### src/rtl/chg_pkg.sv
// Shared definitions for the charge-balance register block: response codes,
// special word indices, FSM state types and the byte-strobe merge helper.
package chg_pkg;

    localparam logic [1:0] RESP_OKAY   = 2'b00;
    localparam logic [1:0] RESP_SLVERR = 2'b10;
    localparam logic [1:0] RESP_DECERR = 2'b11;

    localparam int unsigned LIMIT_IDX = 16;
    localparam int unsigned VCNT_IDX  = 17;

    typedef enum logic [1:0] {
        W_IDLE    = 2'd0,
        W_HAVE_AW = 2'd1,
        W_HAVE_W  = 2'd2,
        W_RESP    = 2'd3
    } w_state_t;

    typedef enum logic {
        R_IDLE = 1'b0,
        R_DATA = 1'b1
    } r_state_t;

    // Replace each byte of old_val whose strobe bit is set with the new byte.
    function automatic logic [31:0] strb_merge(input logic [31:0] old_val,
                                               input logic [31:0] new_val,
                                               input logic [3:0]  strb);
        logic [31:0] res;
        res = old_val;
        for (int b = 0; b < 4; b++) begin
            if (strb[b]) res[b*8 +: 8] = new_val[b*8 +: 8];
        end
        return res;
    endfunction

endpackage

### src/rtl/chg_regfile.sv
// Charge-balance storage: BAL[0..N_ENTRIES-1] and LIMIT, with the byte merge,
// address decode for both ports and the optional over-limit policy check.
// Optional feature: CHG_POLICY_CHECK_EN rejects BAL writes whose merged value
// exceeds LIMIT (unsigned).
module chg_regfile
    import chg_pkg::*;
#(
    parameter int          N_ENTRIES = 16,
    parameter logic [31:0] LIMIT_RST = 32'hFFFF_FFFF
) (
    input  logic        clk_i,
    input  logic        rst_ni,
    // write port: wr_en_i marks the commit cycle of an AXI write
    input  logic        wr_en_i,
    input  logic [5:0]  wr_idx_i,
    input  logic [31:0] wr_data_i,
    input  logic [3:0]  wr_strb_i,
    output logic [1:0]  wr_resp_o,
    output logic        violation_o,
    // read port: combinational view of the current (pre-commit) contents
    input  logic [5:0]  rd_idx_i,
    input  logic [15:0] vcnt_i,
    output logic [31:0] rd_data_o,
    output logic [1:0]  rd_resp_o
);

    localparam int          IDX_W    = (N_ENTRIES > 1) ? $clog2(N_ENTRIES) : 1;
    localparam logic [5:0]  NUM_BAL  = 6'(N_ENTRIES);
    localparam logic [5:0]  LIMIT_W6 = 6'(LIMIT_IDX);
    localparam logic [5:0]  VCNT_W6  = 6'(VCNT_IDX);

    logic [31:0] bal_q [N_ENTRIES];
    logic [31:0] limit_q;

    logic             wr_is_bal, wr_is_limit, wr_is_vcnt;
    logic             rd_is_bal, rd_is_limit, rd_is_vcnt;
    logic [IDX_W-1:0] wr_bal_idx, rd_bal_idx;
    logic [31:0]      wr_old, wr_merged;
    logic             bal_we, limit_we;

    // Words between N_ENTRIES and LIMIT_IDX are unmapped and decode as DECERR.
    assign wr_is_bal   = (wr_idx_i < NUM_BAL);
    assign wr_is_limit = (wr_idx_i == LIMIT_W6);
    assign wr_is_vcnt  = (wr_idx_i == VCNT_W6);
    assign rd_is_bal   = (rd_idx_i < NUM_BAL);
    assign rd_is_limit = (rd_idx_i == LIMIT_W6);
    assign rd_is_vcnt  = (rd_idx_i == VCNT_W6);
    assign wr_bal_idx  = wr_idx_i[IDX_W-1:0];
    assign rd_bal_idx  = rd_idx_i[IDX_W-1:0];

    // Select the current value of the write target so strobes can merge into it.
    always_comb begin
        wr_old = '0;
        if (wr_is_bal) begin
            wr_old = bal_q[wr_bal_idx];
        end else if (wr_is_limit) begin
            wr_old = limit_q;
        end
    end

    assign wr_merged = strb_merge(wr_old, wr_data_i, wr_strb_i);

    // Decide the write response, the storage enables and the policy verdict.
    always_comb begin
        wr_resp_o   = RESP_DECERR;
        violation_o = 1'b0;
        bal_we      = 1'b0;
        limit_we    = 1'b0;
        if (wr_is_bal) begin
            wr_resp_o = RESP_OKAY;
            bal_we    = wr_en_i;
`ifdef CHG_POLICY_CHECK_EN
            // An all-zero strobe never changes the word, so it is never a violation.
            if ((wr_strb_i != 4'b0000) && (wr_merged > limit_q)) begin
                wr_resp_o   = RESP_SLVERR;
                violation_o = wr_en_i;
                bal_we      = 1'b0;
            end
`endif
        end else if (wr_is_limit) begin
            wr_resp_o = RESP_OKAY;
            limit_we  = wr_en_i;
        end else if (wr_is_vcnt) begin
            wr_resp_o = RESP_SLVERR;
        end
    end

    // Storage update on the commit edge; reset clears balances and restores LIMIT.
    always_ff @(posedge clk_i or negedge rst_ni) begin
        if (!rst_ni) begin
            for (int i = 0; i < N_ENTRIES; i++) bal_q[i] <= '0;
            limit_q <= LIMIT_RST;
        end else begin
            for (int i = 0; i < N_ENTRIES; i++) begin
                if (bal_we && (wr_bal_idx == IDX_W'(i))) bal_q[i] <= wr_merged;
            end
            if (limit_we) limit_q <= wr_merged;
        end
    end

    // Read mux; unmapped words return zero data with DECERR.
    always_comb begin
        rd_data_o = '0;
        rd_resp_o = RESP_DECERR;
        if (rd_is_bal) begin
            rd_data_o = bal_q[rd_bal_idx];
            rd_resp_o = RESP_OKAY;
        end else if (rd_is_limit) begin
            rd_data_o = limit_q;
            rd_resp_o = RESP_OKAY;
        end else if (rd_is_vcnt) begin
            rd_data_o = {16'h0000, vcnt_i};
            rd_resp_o = RESP_OKAY;
        end
    end

endmodule

### src/rtl/axil_charge_resp.sv
// AXI4-Lite slave front end for the charge-balance register block. Holds the
// independent write and read FSMs plus the violation counter; storage lives in
// chg_regfile. Optional feature: CHG_POLICY_CHECK_EN enables the over-limit
// policy check, the policy_violation pulse and the saturating violation_cnt.
//
// Handshakes: a transfer happens on a rising edge where valid and ready are both
// high. Readies depend only on FSM state (never on the matching valid); valids
// and their payloads are held stable from assertion until their handshake.
module axil_charge_resp
    import chg_pkg::*;
#(
    parameter int          N_ENTRIES = 16,
    parameter logic [31:0] LIMIT_RST = 32'hFFFF_FFFF
) (
    input  logic        asclk,
    input  logic        aresetn,
    input  logic [7:0]  s_awaddr,
    input  logic        s_awvalid,
    output logic        s_awready,
    input  logic [31:0] s_wdata,
    input  logic [3:0]  s_wstrb,
    input  logic        s_wvalid,
    output logic        s_wready,
    output logic [1:0]  s_bresp,
    output logic        s_bvalid,
    input  logic        s_bready,
    input  logic [7:0]  s_araddr,
    input  logic        s_arvalid,
    output logic        s_arready,
    output logic [31:0] s_rdata,
    output logic [1:0]  s_rresp,
    output logic        s_rvalid,
    input  logic        s_rready,
    output logic        policy_violation,
    output logic [15:0] violation_cnt
);

    w_state_t    w_state_q, w_state_d;
    r_state_t    r_state_q, r_state_d;
    logic        ready_en_q;
    logic [5:0]  aw_idx_q;
    logic [31:0] wdata_q;
    logic [3:0]  wstrb_q;
    logic [1:0]  bresp_q;
    logic [31:0] rdata_q;
    logic [1:0]  rresp_q;

    logic        latch_aw, latch_w, commit;
    logic [5:0]  cm_idx;
    logic [31:0] cm_data;
    logic [3:0]  cm_strb;
    logic        ar_hs;
    logic [1:0]  rf_wr_resp, rf_rd_resp;
    logic [31:0] rf_rd_data;
    logic        rf_violation;
    logic [15:0] vcnt;
    logic        unused_addr_lsbs;

    // Byte offset within a word is ignored on both address channels.
    assign unused_addr_lsbs = ^{s_awaddr[1:0], s_araddr[1:0]};

    // Readies stay low until the first rising edge after reset release.
    always_ff @(posedge asclk or negedge aresetn) begin
        if (!aresetn) ready_en_q <= 1'b0;
        else          ready_en_q <= 1'b1;
    end

    // Write FSM next state, channel readies and commit selection.
    always_comb begin
        w_state_d = w_state_q;
        s_awready = 1'b0;
        s_wready  = 1'b0;
        latch_aw  = 1'b0;
        latch_w   = 1'b0;
        commit    = 1'b0;
        cm_idx    = aw_idx_q;
        cm_data   = wdata_q;
        cm_strb   = wstrb_q;
        case (w_state_q)
            W_IDLE: begin
                s_awready = ready_en_q;
                s_wready  = ready_en_q;
                if (ready_en_q && s_awvalid && s_wvalid) begin
                    commit    = 1'b1;
                    cm_idx    = s_awaddr[7:2];
                    cm_data   = s_wdata;
                    cm_strb   = s_wstrb;
                    w_state_d = W_RESP;
                end else if (ready_en_q && s_awvalid) begin
                    latch_aw  = 1'b1;
                    w_state_d = W_HAVE_AW;
                end else if (ready_en_q && s_wvalid) begin
                    latch_w   = 1'b1;
                    w_state_d = W_HAVE_W;
                end
            end
            W_HAVE_AW: begin
                s_wready = 1'b1;
                if (s_wvalid) begin
                    commit    = 1'b1;
                    cm_data   = s_wdata;
                    cm_strb   = s_wstrb;
                    w_state_d = W_RESP;
                end
            end
            W_HAVE_W: begin
                s_awready = 1'b1;
                if (s_awvalid) begin
                    commit    = 1'b1;
                    cm_idx    = s_awaddr[7:2];
                    w_state_d = W_RESP;
                end
            end
            W_RESP: begin
                if (s_bready) w_state_d = W_IDLE;
            end
            default: w_state_d = W_IDLE;
        endcase
    end

    // Write FSM state, half-transaction holding registers and response code.
    always_ff @(posedge asclk or negedge aresetn) begin
        if (!aresetn) begin
            w_state_q <= W_IDLE;
            aw_idx_q  <= '0;
            wdata_q   <= '0;
            wstrb_q   <= '0;
            bresp_q   <= RESP_OKAY;
        end else begin
            w_state_q <= w_state_d;
            if (latch_aw) aw_idx_q <= s_awaddr[7:2];
            if (latch_w) begin
                wdata_q <= s_wdata;
                wstrb_q <= s_wstrb;
            end
            if (commit) bresp_q <= rf_wr_resp;
        end
    end

    assign s_bvalid = (w_state_q == W_RESP);
    assign s_bresp  = bresp_q;

    // Read FSM next state and address ready.
    always_comb begin
        r_state_d = r_state_q;
        s_arready = 1'b0;
        ar_hs     = 1'b0;
        case (r_state_q)
            R_IDLE: begin
                s_arready = ready_en_q;
                if (ready_en_q && s_arvalid) begin
                    ar_hs     = 1'b1;
                    r_state_d = R_DATA;
                end
            end
            R_DATA: begin
                if (s_rready) r_state_d = R_IDLE;
            end
            default: r_state_d = R_IDLE;
        endcase
    end

    // Read data is captured on the AR edge, so a same-edge write is not visible.
    always_ff @(posedge asclk or negedge aresetn) begin
        if (!aresetn) begin
            r_state_q <= R_IDLE;
            rdata_q   <= '0;
            rresp_q   <= RESP_OKAY;
        end else begin
            r_state_q <= r_state_d;
            if (ar_hs) begin
                rdata_q <= rf_rd_data;
                rresp_q <= rf_rd_resp;
            end
        end
    end

    assign s_rvalid = (r_state_q == R_DATA);
    assign s_rdata  = rdata_q;
    assign s_rresp  = rresp_q;

    chg_regfile #(
        .N_ENTRIES (N_ENTRIES),
        .LIMIT_RST (LIMIT_RST)
    ) u_regfile (
        .clk_i       (asclk),
        .rst_ni      (aresetn),
        .wr_en_i     (commit),
        .wr_idx_i    (cm_idx),
        .wr_data_i   (cm_data),
        .wr_strb_i   (cm_strb),
        .wr_resp_o   (rf_wr_resp),
        .violation_o (rf_violation),
        .rd_idx_i    (s_araddr[7:2]),
        .vcnt_i      (vcnt),
        .rd_data_o   (rf_rd_data),
        .rd_resp_o   (rf_rd_resp)
    );

`ifdef CHG_POLICY_CHECK_EN
    logic [15:0] vcnt_q;

    // Saturating count of rejected writes.
    always_ff @(posedge asclk or negedge aresetn) begin
        if (!aresetn) begin
            vcnt_q <= '0;
        end else if (rf_violation && (vcnt_q != 16'hFFFF)) begin
            vcnt_q <= vcnt_q + 16'd1;
        end
    end

    assign vcnt             = vcnt_q;
    assign policy_violation = rf_violation;
`else
    assign vcnt             = 16'h0000;
    assign policy_violation = 1'b0;
`endif

    assign violation_cnt = vcnt;

endmodule

### config.mk
export PLATFORM = sky130hd
export DESIGN_NAME = axil_charge_resp
export DESIGN_NICKNAME = d
export VERILOG_FILES = /design/src/rtl/chg_pkg.sv /design/src/rtl/chg_regfile.sv /design/src/rtl/axil_charge_resp.sv
export SDC_FILE = /design/constraint.sdc
export NUM_CORES = 1
export LEC_CHECK = 0
export CORE_MARGIN = 3
export CORE_UTILIZATION = 30
export CTS_CLUSTER_DIAMETER = 50
export DETAILED_ROUTE_END_ITERATION = 8
export GPL_TIMING_DRIVEN = 0
export HOLD_SLACK_MARGIN = 0.12
export MAX_ROUTING_LAYER = met4
export RECOVER_POWER = 100
export SLEW_MARGIN = 40
export SYNTH_ARGS = -nofsm -noshare
export SYNTH_HDL_FRONTEND = slang
export SYNTH_SLANG_ARGS = --single-unit
### constraint.sdc
create_clock -name asclk -period 3.95 [get_ports asclk]
set_input_delay 0.395 -clock asclk [delete_from_list [all_inputs] [get_ports asclk]]
set_output_delay 0.395 -clock asclk [all_outputs]
set_load 0.005 [all_outputs]
==> results.md <==
- HPWL Detailed: 93.7 mm
- Seq cells post-synth: 625
- Antenna Nets Post-Route: 0
- Share of the synthesized area in the top cell type: 45.4%
- Final setup fails: 0
- RR Startpoint: w_state_q[0]
- Largest net degree at the start of global routing: 110
- Worst-path fanout max: 10
- Layout Nets: 3549
- Syn Area/Cell: 10.0 µm²
- Failing checks: max-capacitance violations, max-slew violations
- Drt total wl: 136 mm
- Layout cells sized above 1: 21.5%
- Die H: 336 µm
- Port bufs: 91
- Tcrit/Tclk final: 98.5%
- Netlist Area Pre-Place: 32700 µm²
- Power per cell area: 863 nW/µm²
- Critical path class: register to register
- Vias in the first global route: 29200
- Sequential power share: 31.6%
- I/O pin cnt: 117
- Synth cell types: 54
- Total CTS buffers: 74
- Post-route DRC: 0
- Sink Count: 625
- Worst Setup SP: w_state_q[0]
- Area after DPL: 35800 µm²
- Cell row count: 120
- CTS tree: done
- Cell Int Power: 0.0184 W
- Worst Reg-to-Reg Cells: 12
- Starting Density: 30.4%
- H-tree levels: 3
- Via count: 30300
- R2r setup slk: 0.06 ns
- Fin. Hold Viols: 0
- Vias per cell: 6.12
- Hold Crit Class: primary input to async pin
- First-pass GRT wire length: 197 mm
- Sequential cell area fraction in the yosys report: 47.9%
- Post-DR wirelength/cell: 27.4 µm
- Crit end category: register
- Clock power share: 21.1%
- Antenna violations before repair: 4
- DR iter-0 viols: 4163
- Commonest cells post-synth: dfrtp_1 (593), nor2_1 (556), a31oi_1 (547)
- Longest Clk Path Bufs: 3
- Final Hold Slack: 0.265 ns
- GRT Total Usage: 24.1%
- Clock latency on the worst-skew pair: 0.68 ns
- Final instance area: 38900 µm²
- Fin. max-slew vios: 110
- Fin cells: 4952
- Syn Inst Count: 3264
- Startpoint Class: register
- Clock Skew: 0.0392 ns
- Area grow syn2layout: 18.8%
- Max_slew headroom: -68.4%
- Clk pin slew, worst setup/hold paths: 0.06 ns
- Arrival time at the worst endpoint: 4.42 ns
- DR pass1 iterations: 8
- Die W: 336 µm
- Area leader, netlist: dfrtp_1
- Async SR Flop Fraction: 100%
- Place WS: -0.339 ns
- Final setup margin: 0.0576 ns
- Worst slew pin tran: 2.53 ns
- Grt total ovfl: 0
- Post-synth EDFFs: 0
- Final worst path period need: 3.89 ns
- Switch Pwr: 0.0151 W
- Area of the die: 113000 µm²
- Top cells by area, synth: dfrtp_1 (45%), mux4_2 (11%), a31oi_1 (10%)
- Placed insts: 4784
- Core area: 108000 µm²
- R2r endpoint: u_regfile.bal_q[213]
- YS warnings: 0
- GP Congestion: 0.943
- Peak VDD IR: 527 µV
- Most used DFF post-synth: dfrtp_1
- Required time worst endpoint: 4.48 ns
- Switching Share: 45.0%
- Max-cap violations: 1
- Leak: 16.2 nW
- Most frequent cell after synthesis: dfrtp_1
- Core Util, Final: 36.1%
- Root Driver: clkbuf_16
- Outcome: finished with violations
- Combinational Power Share: 47.3%
- Highest Clock Rate: 0.257 GHz
==> state kept, by name, indices dropped and copies added, names as in the netlist <==
register	flops
u_regfile.bal_q	512
s_rdata	32
u_regfile.limit_q	32
wdata_q	32
aw_idx_q	6
wstrb_q	4
s_bresp	2
w_state_q	2
ready_en_q	1
s_rresp	1
s_rvalid	1
==> how the worst max path moves through the flow <==
stage                      endpoint  slack, ns
6_report       u_regfile.bal_q[213]       0.06
5_1_grt        u_regfile.bal_q[153]      -0.02
4_1_cts        u_regfile.bal_q[477]      -0.15
3_5_place_dp    u_regfile.bal_q[76]      -0.34
3_3_place_gp   u_regfile.bal_q[346]     -26.47
2_1_floorplan  u_regfile.bal_q[157]       1.19
==> worst max-delay path: stages, from the launching register on <==
cell	delay (ns)
dfrtp_1	0.40
inv_1	0.10
ha_1	0.30
and3b_1	0.22
clkbuf_1	0.16
o32ai_4	0.47
clkbuf_4	0.42
nand4_1	0.42
nor2b_1	0.20
buf_2	0.31
clkbuf_1	0.43
buf_6	0.22
a31oi_1	0.10
==> layer usage <==
layer | GRT usage (%) | up-vias | wire length [µm]
li1 | - | 12600 | -
met1 | 29.9 | 15200 | 52000
met2 | 36.3 | 2050 | 61700
met3 | 7.22 | 444 | 16300
met4 | 10.6 | 0 | 5970
met5 | - | - | 0
==> power groups by stage <==
stage	sequential [W]	combinational, W	clock [W]
after floorplan	0.0100	0.00999	0
after global placement	0.0105	0.0147	0
after detailed placement	0.0106	0.0151	0
after CTS	0.0105	0.0152	0.00709
after global routing	0.0108	0.0167	0.00735
final	0.0106	0.0159	0.00708
==> per-stage QoR <==
step	power, W	TNS (ns)
after floorplan	0.0200	0
after global placement	0.0252	-
after detailed placement	0.0256	-48.21
after CTS	0.0327	-3.87
after global routing	0.0349	-0.0299
final	0.0335	0
==> area by class of cell <==
| cell class | instances | area (µm²) |
|---|---|---|
| inverter | 10 | 37.5 |
| timing repair buffer | 129 | 1390 |
| fill | 10700 | 68800 |
| sequential | 625 | 15700 |
| buffer | 353 | 1830 |
| clock buffer | 103 | 2130 |
| tap | 1403 | 1760 |
| multi-input combinational | 2292 | 15700 |
| clock inverter | 31 | 362 |
| antenna | 6 | 15.0 |
==> repair_timing <==
item | 4_1_cts | 5_1_grt
hold buffers | 1 | 0
pin swaps | 0 | 7
hold endpoints to repair | 144 | 0
endpoints found under the setup margin | 272 | 532
resized for setup | 27 | 103
setup buffers | 0 | 25
==> cell usage in the layout (no fill, tap or decap), types with 67 or more instances in the layout <==
cell type,instances
dfrtp_1,593
nor2_1,554
a31oi_1,514
nand2_1,269
a21oi_1,260
mux4_2,160
buf_2,144
a22oi_1,129
clkbuf_2,101
clkbuf_16,74
o21ai_0,69
clkbuf_1,67
==> cells by family (layout without fill, tap and decap cells) <==
kind of cell / count (synthesis) / after routing / share of synthesized area [%]
DFF: 625 / 625 / 47.9
adders and majority gates: 5 / 5 / 0.191
other: 2 / 24 / 0.0230
muxes: 266 / 266 / 14.4
and+or+nand+nor: 873 / 873 / 10.4
buffers and inverters: 363 / 626 / 5.32
AOI/OAI and AO/OA: 1130 / 1130 / 21.8
(Power assumes the default switching activity.)
